==> src/rtl/stopwatch_lap.sv <==
// BCD stopwatch with lap freeze, clear, overflow saturation and an active-low 7-segment scan.
// Optional feature: define STOPWATCH_LZB_EN for leading-zero blanking above the decimal point.
module stopwatch_lap #(
    parameter int unsigned CLK_HZ     = 100_000_000,
    parameter int unsigned TICK_HZ    = 100,
    parameter int unsigned NUM_DIGITS = 4,
    parameter int unsigned DP_POS     = 2,
    parameter int unsigned SCAN_DIV   = 100_000
) (
    input  logic                  clk,
    input  logic                  reset,
    input  logic                  start_stop,
    input  logic                  lap,
    output logic [7:0]            Seg,
    output logic                  decimal,
    output logic [NUM_DIGITS-1:0] an,
    output logic                  running,
    output logic                  overflow
);

    localparam int unsigned TICK_DIV = CLK_HZ / TICK_HZ;
    localparam int unsigned PW       = (TICK_DIV > 1) ? $clog2(TICK_DIV) : 1;
    localparam int unsigned SW       = (SCAN_DIV > 1) ? $clog2(SCAN_DIV) : 1;
    localparam int unsigned IW       = (NUM_DIGITS > 1) ? $clog2(NUM_DIGITS) : 1;
    localparam int unsigned CW       = 4 * NUM_DIGITS;

    typedef enum logic [1:0] {
        StStopped,
        StRunning,
        StOverflow
    } state_e;

    state_e state_q, state_d;

    logic          ss_prev_q, lap_prev_q;
    logic          ss_edge, lap_edge;
    logic [PW-1:0] presc_q, presc_d;
    logic [CW-1:0] count_q, count_d, count_inc;
    logic [CW-1:0] frz_q, frz_d;
    logic          frozen_q, frozen_d;
    logic          tick, all9, clear;
    logic [SW-1:0] scan_q, scan_d;
    logic [IW-1:0] idx_q, idx_d;
    logic [CW-1:0] disp;
    logic [3:0]    cur_digit;
    logic [6:0]    seg_q, seg_d;
    logic          dp_q, dp_d;
    logic [NUM_DIGITS-1:0] an_q, an_d;
    logic          running_q, running_d;
    logic          overflow_q, overflow_d;

    function automatic logic [6:0] seg_decode(input logic [3:0] d);
        logic [6:0] s;
        case (d)
            4'd0:    s = 7'h40;
            4'd1:    s = 7'h79;
            4'd2:    s = 7'h24;
            4'd3:    s = 7'h30;
            4'd4:    s = 7'h19;
            4'd5:    s = 7'h12;
            4'd6:    s = 7'h02;
            4'd7:    s = 7'h78;
            4'd8:    s = 7'h00;
            4'd9:    s = 7'h10;
            default: s = 7'h7F;
        endcase
        return s;
    endfunction

    assign ss_edge  = start_stop & ~ss_prev_q;
    assign lap_edge = lap & ~lap_prev_q;
    assign tick     = (state_q == StRunning) && (presc_q == PW'(TICK_DIV - 1));
    // Lap acts as a clear whenever the watch was not running before this cycle's edges.
    assign clear    = lap_edge && (state_q != StRunning);

    // FSM state register
    always_ff @(posedge clk) begin
        if (reset) begin
            state_q <= StStopped;
        end else begin
            state_q <= state_d;
        end
    end

    // FSM next state; saturation takes priority over a coincident stop edge
    always_comb begin
        state_d = state_q;
        unique case (state_q)
            StStopped: begin
                if (ss_edge) state_d = StRunning;
            end
            StRunning: begin
                if (tick && all9) begin
                    state_d = StOverflow;
                end else if (ss_edge) begin
                    state_d = StStopped;
                end
            end
            StOverflow: begin
                if (lap_edge) state_d = StStopped;
            end
            default: state_d = StStopped;
        endcase
    end

    // FSM outputs, registered alongside the state
    always_comb begin
        running_d  = (state_d == StRunning);
        overflow_d = (state_d == StOverflow);
    end

    always_comb begin
        logic carry;
        carry     = 1'b1;
        all9      = 1'b1;
        count_inc = count_q;
        for (int i = 0; i < int'(NUM_DIGITS); i++) begin
            all9 = all9 && (count_q[4*i +: 4] == 4'd9);
            if (carry) begin
                if (count_q[4*i +: 4] == 4'd9) begin
                    count_inc[4*i +: 4] = 4'd0;
                end else begin
                    count_inc[4*i +: 4] = count_q[4*i +: 4] + 4'd1;
                    carry               = 1'b0;
                end
            end
        end
    end

    always_comb begin
        presc_d  = presc_q;
        count_d  = count_q;
        frozen_d = frozen_q;
        frz_d    = frz_q;
        if (clear) begin
            presc_d  = '0;
            count_d  = '0;
            frozen_d = 1'b0;
        end else begin
            if (state_q == StRunning) begin
                presc_d = tick ? '0 : presc_q + 1'b1;
            end
            if (tick && !all9) begin
                count_d = count_inc;
            end
            if (lap_edge && (state_q == StRunning)) begin
                frozen_d = ~frozen_q;
                if (!frozen_q) frz_d = count_q;
            end
        end
    end

    always_comb begin
        scan_d = scan_q + 1'b1;
        idx_d  = idx_q;
        if (scan_q == SW'(SCAN_DIV - 1)) begin
            scan_d = '0;
            idx_d  = (idx_q == IW'(NUM_DIGITS - 1)) ? '0 : idx_q + 1'b1;
        end
    end

    assign disp = frozen_q ? frz_q : count_q;

`ifdef STOPWATCH_LZB_EN
    logic [NUM_DIGITS-1:0] blank;
    logic                  cur_blank;

    // A digit is blank when it and every digit above it are zero, never at or below the point.
    always_comb begin
        logic upper_zero;
        upper_zero = 1'b1;
        blank      = '0;
        for (int i = int'(NUM_DIGITS) - 1; i >= 0; i--) begin
            upper_zero = upper_zero && (disp[4*i +: 4] == 4'd0);
            blank[i]   = upper_zero && (i > int'(DP_POS));
        end
    end
`endif

    always_comb begin
        cur_digit = 4'd0;
`ifdef STOPWATCH_LZB_EN
        cur_blank = 1'b0;
`endif
        for (int i = 0; i < int'(NUM_DIGITS); i++) begin
            if (idx_q == IW'(i)) begin
                cur_digit = disp[4*i +: 4];
`ifdef STOPWATCH_LZB_EN
                cur_blank = blank[i];
`endif
            end
        end
`ifdef STOPWATCH_LZB_EN
        seg_d = cur_blank ? 7'h7F : seg_decode(cur_digit);
`else
        seg_d = seg_decode(cur_digit);
`endif
        dp_d = (idx_q != IW'(DP_POS));
        an_d = ~(NUM_DIGITS'(1) << idx_q);
    end

    always_ff @(posedge clk) begin
        if (reset) begin
            ss_prev_q  <= 1'b0;
            lap_prev_q <= 1'b0;
            presc_q    <= '0;
            count_q    <= '0;
            frz_q      <= '0;
            frozen_q   <= 1'b0;
            scan_q     <= '0;
            idx_q      <= '0;
            seg_q      <= 7'h7F;
            dp_q       <= 1'b1;
            an_q       <= '1;
            running_q  <= 1'b0;
            overflow_q <= 1'b0;
        end else begin
            ss_prev_q  <= start_stop;
            lap_prev_q <= lap;
            presc_q    <= presc_d;
            count_q    <= count_d;
            frz_q      <= frz_d;
            frozen_q   <= frozen_d;
            scan_q     <= scan_d;
            idx_q      <= idx_d;
            seg_q      <= seg_d;
            dp_q       <= dp_d;
            an_q       <= an_d;
            running_q  <= running_d;
            overflow_q <= overflow_d;
        end
    end

    assign Seg      = {dp_q, seg_q};
    assign decimal  = dp_q;
    assign an       = an_q;
    assign running  = running_q;
    assign overflow = overflow_q;

endmodule
==> config.mk <==
export PLATFORM = sky130hd
export DESIGN_NAME = stopwatch_lap
export DESIGN_NICKNAME = d
export VERILOG_FILES = /design/src/rtl/stopwatch_lap.sv
export SDC_FILE = /design/constraint.sdc
export NUM_CORES = 1
export LEC_CHECK = 0
export BUFFER_PORTS_ARGS = -buffer_cell sky130_fd_sc_hd__buf_4
export CELL_PAD_IN_SITES_DETAIL_PLACEMENT = 1
export CELL_PAD_IN_SITES_GLOBAL_PLACEMENT = 2
export CORE_MARGIN = 5
export CORE_UTILIZATION = 34
export CTS_CLUSTER_DIAMETER = 40
export CTS_CLUSTER_SIZE = 12
export DETAILED_ROUTE_END_ITERATION = 6
export PLACE_DENSITY_LB_ADDON = 0.05
export SLEW_MARGIN = 20
export SYNTH_ARGS = -nofsm -noshare
export SYNTH_HDL_FRONTEND = slang
export SYNTH_SLANG_ARGS = --single-unit
export TNS_END_PERCENT = 50
==> constraint.sdc <==
create_clock -name clk -period 2 [get_ports clk]
set_input_delay 0.2 -clock clk [delete_from_list [all_inputs] [get_ports clk]]
set_output_delay 0.2 -clock clk [all_outputs]
set_load 0.03 [all_outputs]
After elaboration in Yosys (flattened, before gate mapping)
Memories as Yosys holds them, arrays and structs flattened. A register that Yosys moved wholly into a read port is not among the register bits.
Cells that the tools add are included.
- memory bits (read-only): 112
- memories: 1
- bits in registers: 83
- logic and storage cells: 85
- input bits: 4
- output and inout bits: 15
- muxes and demuxes: 21
- bitwise operators: 7
- shifts and indexed selects: 1
- equal/unequal tests: 15
- add/subtract/negate cells: 7
- reduce and logical (&&, ||, !) cells: 17
- memories (name ; words ; bits a word ; read ports ; clocked after Yosys merged registers in ; write ports ; line ; source):
    (name not given) ; 16 ; 7 ; 1 ; 1 ; 0 ; 54 ; case (d)
- operator list (cell ; number):
    4-bit two-way mux ; 8
    20-bit by 1-bit adder with 20-bit output, second input constant ; 1
    20-bit == test, second input constant ; 1
    20-bit two-way mux ; 1
    17-bit by 1-bit adder with 17-bit output, second input constant ; 1
    17-bit == test, second input constant ; 1
    4-bit by 1-bit adder with 4-bit output, second input constant ; 4
    4-bit == test, second input constant ; 4
    16-bit two-way mux ; 1
    2-bit two-way mux ; 5
    2-bit == test, second input constant ; 4
    1-bit logical AND ; 8
    2-bit AND reduction ; 4
    2-bit by 1-bit == test with 1-bit output, second input constant ; 3
    2-bit case mux with 3 select lines ; 1
    1-bit two-way mux ; 5
    2-bit logical NOT ; 2
    1-bit NOT ; 4
    4-bit NOT ; 1
    2-bit OR reduction ; 2
    1-bit by 2-bit << shifter with 4-bit output, first input constant ; 1
    2-bit by 1-bit adder with 2-bit output, second input constant ; 1
    1-bit AND ; 2
    2-bit by 1-bit != test with 1-bit output, second input constant ; 1
    2 further kinds ; 2

Logic depth before layout (Yosys ltp)
- word-level depth: 8
- gate-level depth with buffers: 10
- mapped depth without buffers: 10

Worst setup path after synthesis
No wires, ideal clock.
- kind: register to register
- start: reg frozen_q
- end: reg seg_q[0]
- slack: -0.179 ns
- buffers on the path: 2
- stages on the path, launching flop included: 10
- arrival time: 2.051 ns
- cells stage by stage: dfxtp_1 buf_2 buf_2 mux2_2 a311oi_1 a31o_2 inv_1 ha_1 mux2i_1 a22oi_1
- longest elaborated chain between the ends: 5
- ends and longest elaborated chain (element ; line ; source):
    start: declaration ; 40 ; logic frozen_q, frozen_d;
    start signal: assignment ; 223 ; frozen_q <= frozen_d;
    16-bit two-way mux * ; - ;
    4-bit two-way mux (3 in series) ; 186 ; if (idx_q == IW'(i)) begin
    4-bit two-way mux * ; 186 ;
    end: declaration ; 46 ; logic [6:0] seg_q, seg_d;
Every way passes the cells marked *; elsewhere a longest branch is shown, timed or not.
A chain may end at the register's enable or synchronous reset.

Final worst setup path
- start: reg idx_q[0]
- end: reg seg_q[0]
- longest elaborated chain between the ends: 5
- elaborated cells on any way between the ends: 8
- classes of those cells: eq/ne: 3; mux: 4; reduce/logical: 1
- ends and longest elaborated chain (element ; line ; source):
    start: declaration ; 43 ; logic [IW-1:0] idx_q, idx_d;
    start signal: assignment ; 225 ; idx_q <= idx_d;
    2-bit logical NOT ; 186 ;
    4-bit two-way mux (3 in series) ; 186 ;
    4-bit two-way mux * ; 186 ;
Marks and branches as above.

==> flow_metrics.env <==
export IMPL_outcome="complete, but fails checks"
export IMPL_violations="setup timing"
export IMPL_clk_latency_ns=0.35
export IMPL_hold_path_class="primary input to flip-flop"
export IMPL_drtIter0Drc=168
export IMPL_antenna_found_initial=0
export IMPL_firstDrtPassIters=4
export IMPL_crit_path_max_incr_delay_ns=0.42
export IMPL_cts_htree_levels=3
export IMPL_path_clk_slew_ns=0.06
export IMPL_clock_fmax_ghz=0.486
export IMPL_die_x_um=122
export IMPL_crit_type="flip-flop to flip-flop"
export IMPL_place_inst=729
export IMPL_r2r_end="seg_q[0]"
export IMPL_powerDensity_mw_per_mm2=645
export IMPL_syn_cell_area_mm2=0.00430
export IMPL_maxCapViolCount=0
export IMPL_cp_max_fo=8
export IMPL_r2r_start="idx_q[0]"
export IMPL_min_from="start_stop"
export IMPL_yosysUniqueCellTypes=61
export IMPL_syn_nets=510
export IMPL_p_leak_nw=2.13
export IMPL_crit_buf_inv=3
export IMPL_die_area_mm2=0.0150
export IMPL_drive_gt1_share_pct=27.1
export IMPL_setup_viol=6
export IMPL_row_count=41
export IMPL_grt_max_degree=23
export IMPL_hold_buffers=0
export IMPL_syn_to_final_growth_pct=30.0
export IMPL_cp_required_ns=2.22
export IMPL_holdPathEnd="ss_prev_q"
export IMPL_vdd_drop_max_mv=0.259
export IMPL_cp_end_kind="flip-flop"
export IMPL_port_buffers=18
export IMPL_diodes=0
export IMPL_cp_start_kind="flip-flop"
export IMPL_synth_cells=495
export IMPL_slowest_stage="a222oi_1"
export IMPL_ys_warn_count=0
export IMPL_async_flop_share_pct=0
export IMPL_routed_wl_um=11500
export IMPL_clock_sinks=89
export IMPL_vias=3724
export IMPL_arrival_ns=2.28
export IMPL_rsz0062_at_grt="yes"
export IMPL_fin_crit_sh_pct=103
export IMPL_grt_ovfl_total=0
export IMPL_clk_path_buf_depth=2
export IMPL_worst_pin_slew_ns=0.595
export IMPL_fin_skew_ns=0.00895
export IMPL_start_util_pct=34.4
export IMPL_cts_buffers=9
export IMPL_viasPerCell=4.93
export IMPL_place_ws_ns=-0.188
export IMPL_grt_pass1_vias=3887
export IMPL_synth_seq_area_share_pct=41.4
export IMPL_worstRegToRegCells=9
export IMPL_grt_pass1_wl_um=19100
export IMPL_synth_edf_count=0
export IMPL_ys_ff_latch=89
export IMPL_root_buffer="clkbuf_16"
export IMPL_ys_flop_type="dfxtp_1"
export IMPL_ios=19
export IMPL_synth_area_per_cell_um2=8.69
export IMPL_core_area_mm2=0.0125
export IMPL_setup_ws_ns=-0.0590
export IMPL_gp_congestion=0.776
export IMPL_final_cells=755
export IMPL_postRouteAntennaNets=0
export IMPL_hold_path_depth=2
export IMPL_fin_crit_ns=2.06
export IMPL_wl_per_cell_um=15.2
export IMPL_hold_viol=0
export IMPL_grt_use_total_pct=16.2
export IMPL_slew_violations=0
export IMPL_layout_nets=593
export IMPL_dp_hpwl_um=8350
export IMPL_relSlewSlack_pct=60.4
export IMPL_die_y_um=122
export IMPL_drc_errors=0
export IMPL_reg2reg_slack_ns=-0.06
export IMPL_crit_family="compound AO/OA/AOI/OAI gates"
export IMPL_cts_tree="built"
export IMPL_path_cells="inv_4 > ha_4 > buf_6 > nor2b_4 > a222oi_1 > o21ai_1 > buf_4 > mux2i_2 > a22oi_1"
-- worst max path at each step --
stage                         from  slack [ns]  endpoint  cells after the start
after floorplan           idx_q[0]     -0.0005  seg_q[1]                      8
after global placement    idx_q[1]       -0.07  seg_q[1]                      8
after detailed placement  idx_q[0]       -0.19  seg_q[4]                     11
after CTS                 idx_q[0]       -0.07  seg_q[0]                      9
after global routing      idx_q[0]       -0.16  seg_q[0]                      9
final                     idx_q[0]       -0.06  seg_q[0]                      9
-- repair_timing --
item,4_1_cts,5_1_grt
setup buffers,6,4
pin swaps,4,12
setup endpoints to repair,13,21
resized for setup,17,27
-- per-layer routing --
layer	vias to the layer above	share of wire, %	routed length, µm	GRT usage (%)
li1	1887	-	-	-
met1	1800	49	5610	21.4
met2	22	47	5400	26.1
met3	15	2.2	256	2.86
met4	0	1.9	221	6.65
met5	-	0	0	0
-- logic make-up (layout without fill, tap and decap cells) --
group	after synthesis	count (layout)	share of synthesized area, %
fa+ha+maj	11	11	3.20
mux	22	22	5.29
simple gates	234	234	29.2
flops	89	89	41.4
buf+inv	35	123	3.52
xor+xnor	37	37	7.53
compound gates	67	67	9.89
-- synthesized netlist by cell type, types with 2 or more instances --
| library cell | instances | share of area (%) |
|---|---|---|
| dfxtp_1 | 89 | 41 |
| nand2_1 | 66 | 5.8 |
| nor2_1 | 60 | 5.2 |
| a21oi_1 | 30 | 3.5 |
| xor2_1 | 24 | 4.9 |
| mux2i_1 | 16 | 3.7 |
| nand4_1 | 16 | 2.3 |
| nand3_1 | 14 | 1.6 |
| inv_1 | 13 | 1.1 |
| xnor2_1 | 13 | 2.6 |
| and3_1 | 12 | 1.7 |
| clkbuf_1 | 11 | 0.96 |
| ha_1 | 11 | 3.2 |
| nand2b_1 | 9 | 1.3 |
| nor2b_1 | 8 | 1.2 |
| o21ai_0 | 8 | 0.93 |
| or3_1 | 8 | 1.2 |
| buf_2 | 7 | 0.81 |
| mux2_2 | 6 | 1.6 |
| nor3_1 | 5 | 0.58 |
| a211oi_1 | 4 | 0.70 |
| a31oi_1 | 4 | 0.58 |
| and2_1 | 4 | 0.58 |
| and4_1 | 4 | 0.81 |
| buf_4 | 3 | 0.52 |
| nand4b_1 | 3 | 0.61 |
| o21ai_1 | 3 | 0.35 |
| a221oi_1 | 2 | 0.41 |
| a32oi_1 | 2 | 0.41 |
| nand3b_1 | 2 | 0.35 |
| nand4_2 | 2 | 0.58 |
| nor3b_1 | 2 | 0.35 |
| nor4_4 | 2 | 0.99 |
| nor4b_1 | 2 | 0.41 |
| nor4bb_1 | 2 | 0.47 |
| o22ai_1 | 2 | 0.29 |
| or2_2 | 2 | 0.29 |
-- state kept, by name, summed over array words and instances, names as in the netlist --
signal and flops:
lap_prev_q 1, state_q 2, seg_q 7, count_q 16, an 4, idx_q 2
running 1, frz_q 16, ss_prev_q 1, frozen_q 1, presc_q 20, overflow 1
scan_q 17
-- layout by cell type, fill, tap and decap left out, drive strengths merged, types with 3 or more instances in the layout --
cell type	n
nand2	66
nand2b	9
and4	4
and3	12
mux2	6
xor2	24
nor2b	8
a221oi	3
nor4	3
dfxtp	89
o21ai	11
nor4b	3
nand4	18
a211oi	4
or3b	3
clkinv	3
nor2	60
xnor2	13
nand3	14
inv	13
nand4b	3
ha	11
mux2i	16
buf	93
clkbuf	12
or3	8
and2	4
nor3	6
a21oi	30
a31oi	4
-- where the power goes --
| group | internal (W) | switching (W) | total [W] |
|---|---|---|---|
| Combinational | 0.0000804 | 0.000118 | 0.000198 |
| Sequential | 0.00179 | 0.0000104 | 0.00180 |
| Clock | 0.000878 | 0.000728 | 0.00161 |
| Total | 0.00275 | 0.000856 | 0.00361 |
-- area by class of cell --
cell class / count / area [µm²]
Fill cell: 1497 / 6930
Multi-Input combinational cell: 371 / 2530
Sequential cell: 89 / 1790
Timing Repair Buffer: 93 / 729
Clock buffer: 12 / 246
Tap cell: 172 / 215
Inverter: 14 / 55.1
Clock inverter: 4 / 28.8
-- stage by stage --
stage	area, µm²	hold slack, ns	util, %	total power, W	setup TNS, ns
6_report	5590	0.0762	44.7	0.00361	-0.175
5_1_grt	5590	0.0909	44.7	0.00376	-1.26
4_1_cts	5460	0.0667	43.6	0.00366	-0.334
3_5_place_dp	5070	0.435	40.5	0.00204	-0.924
3_3_place_gp	5070	0.424	40.5	0.00203	-0.136
2_1_floorplan	4330	0.328	-	0.00196	-0.000537
No activity file was read; power rests on OpenSTA's default activity.
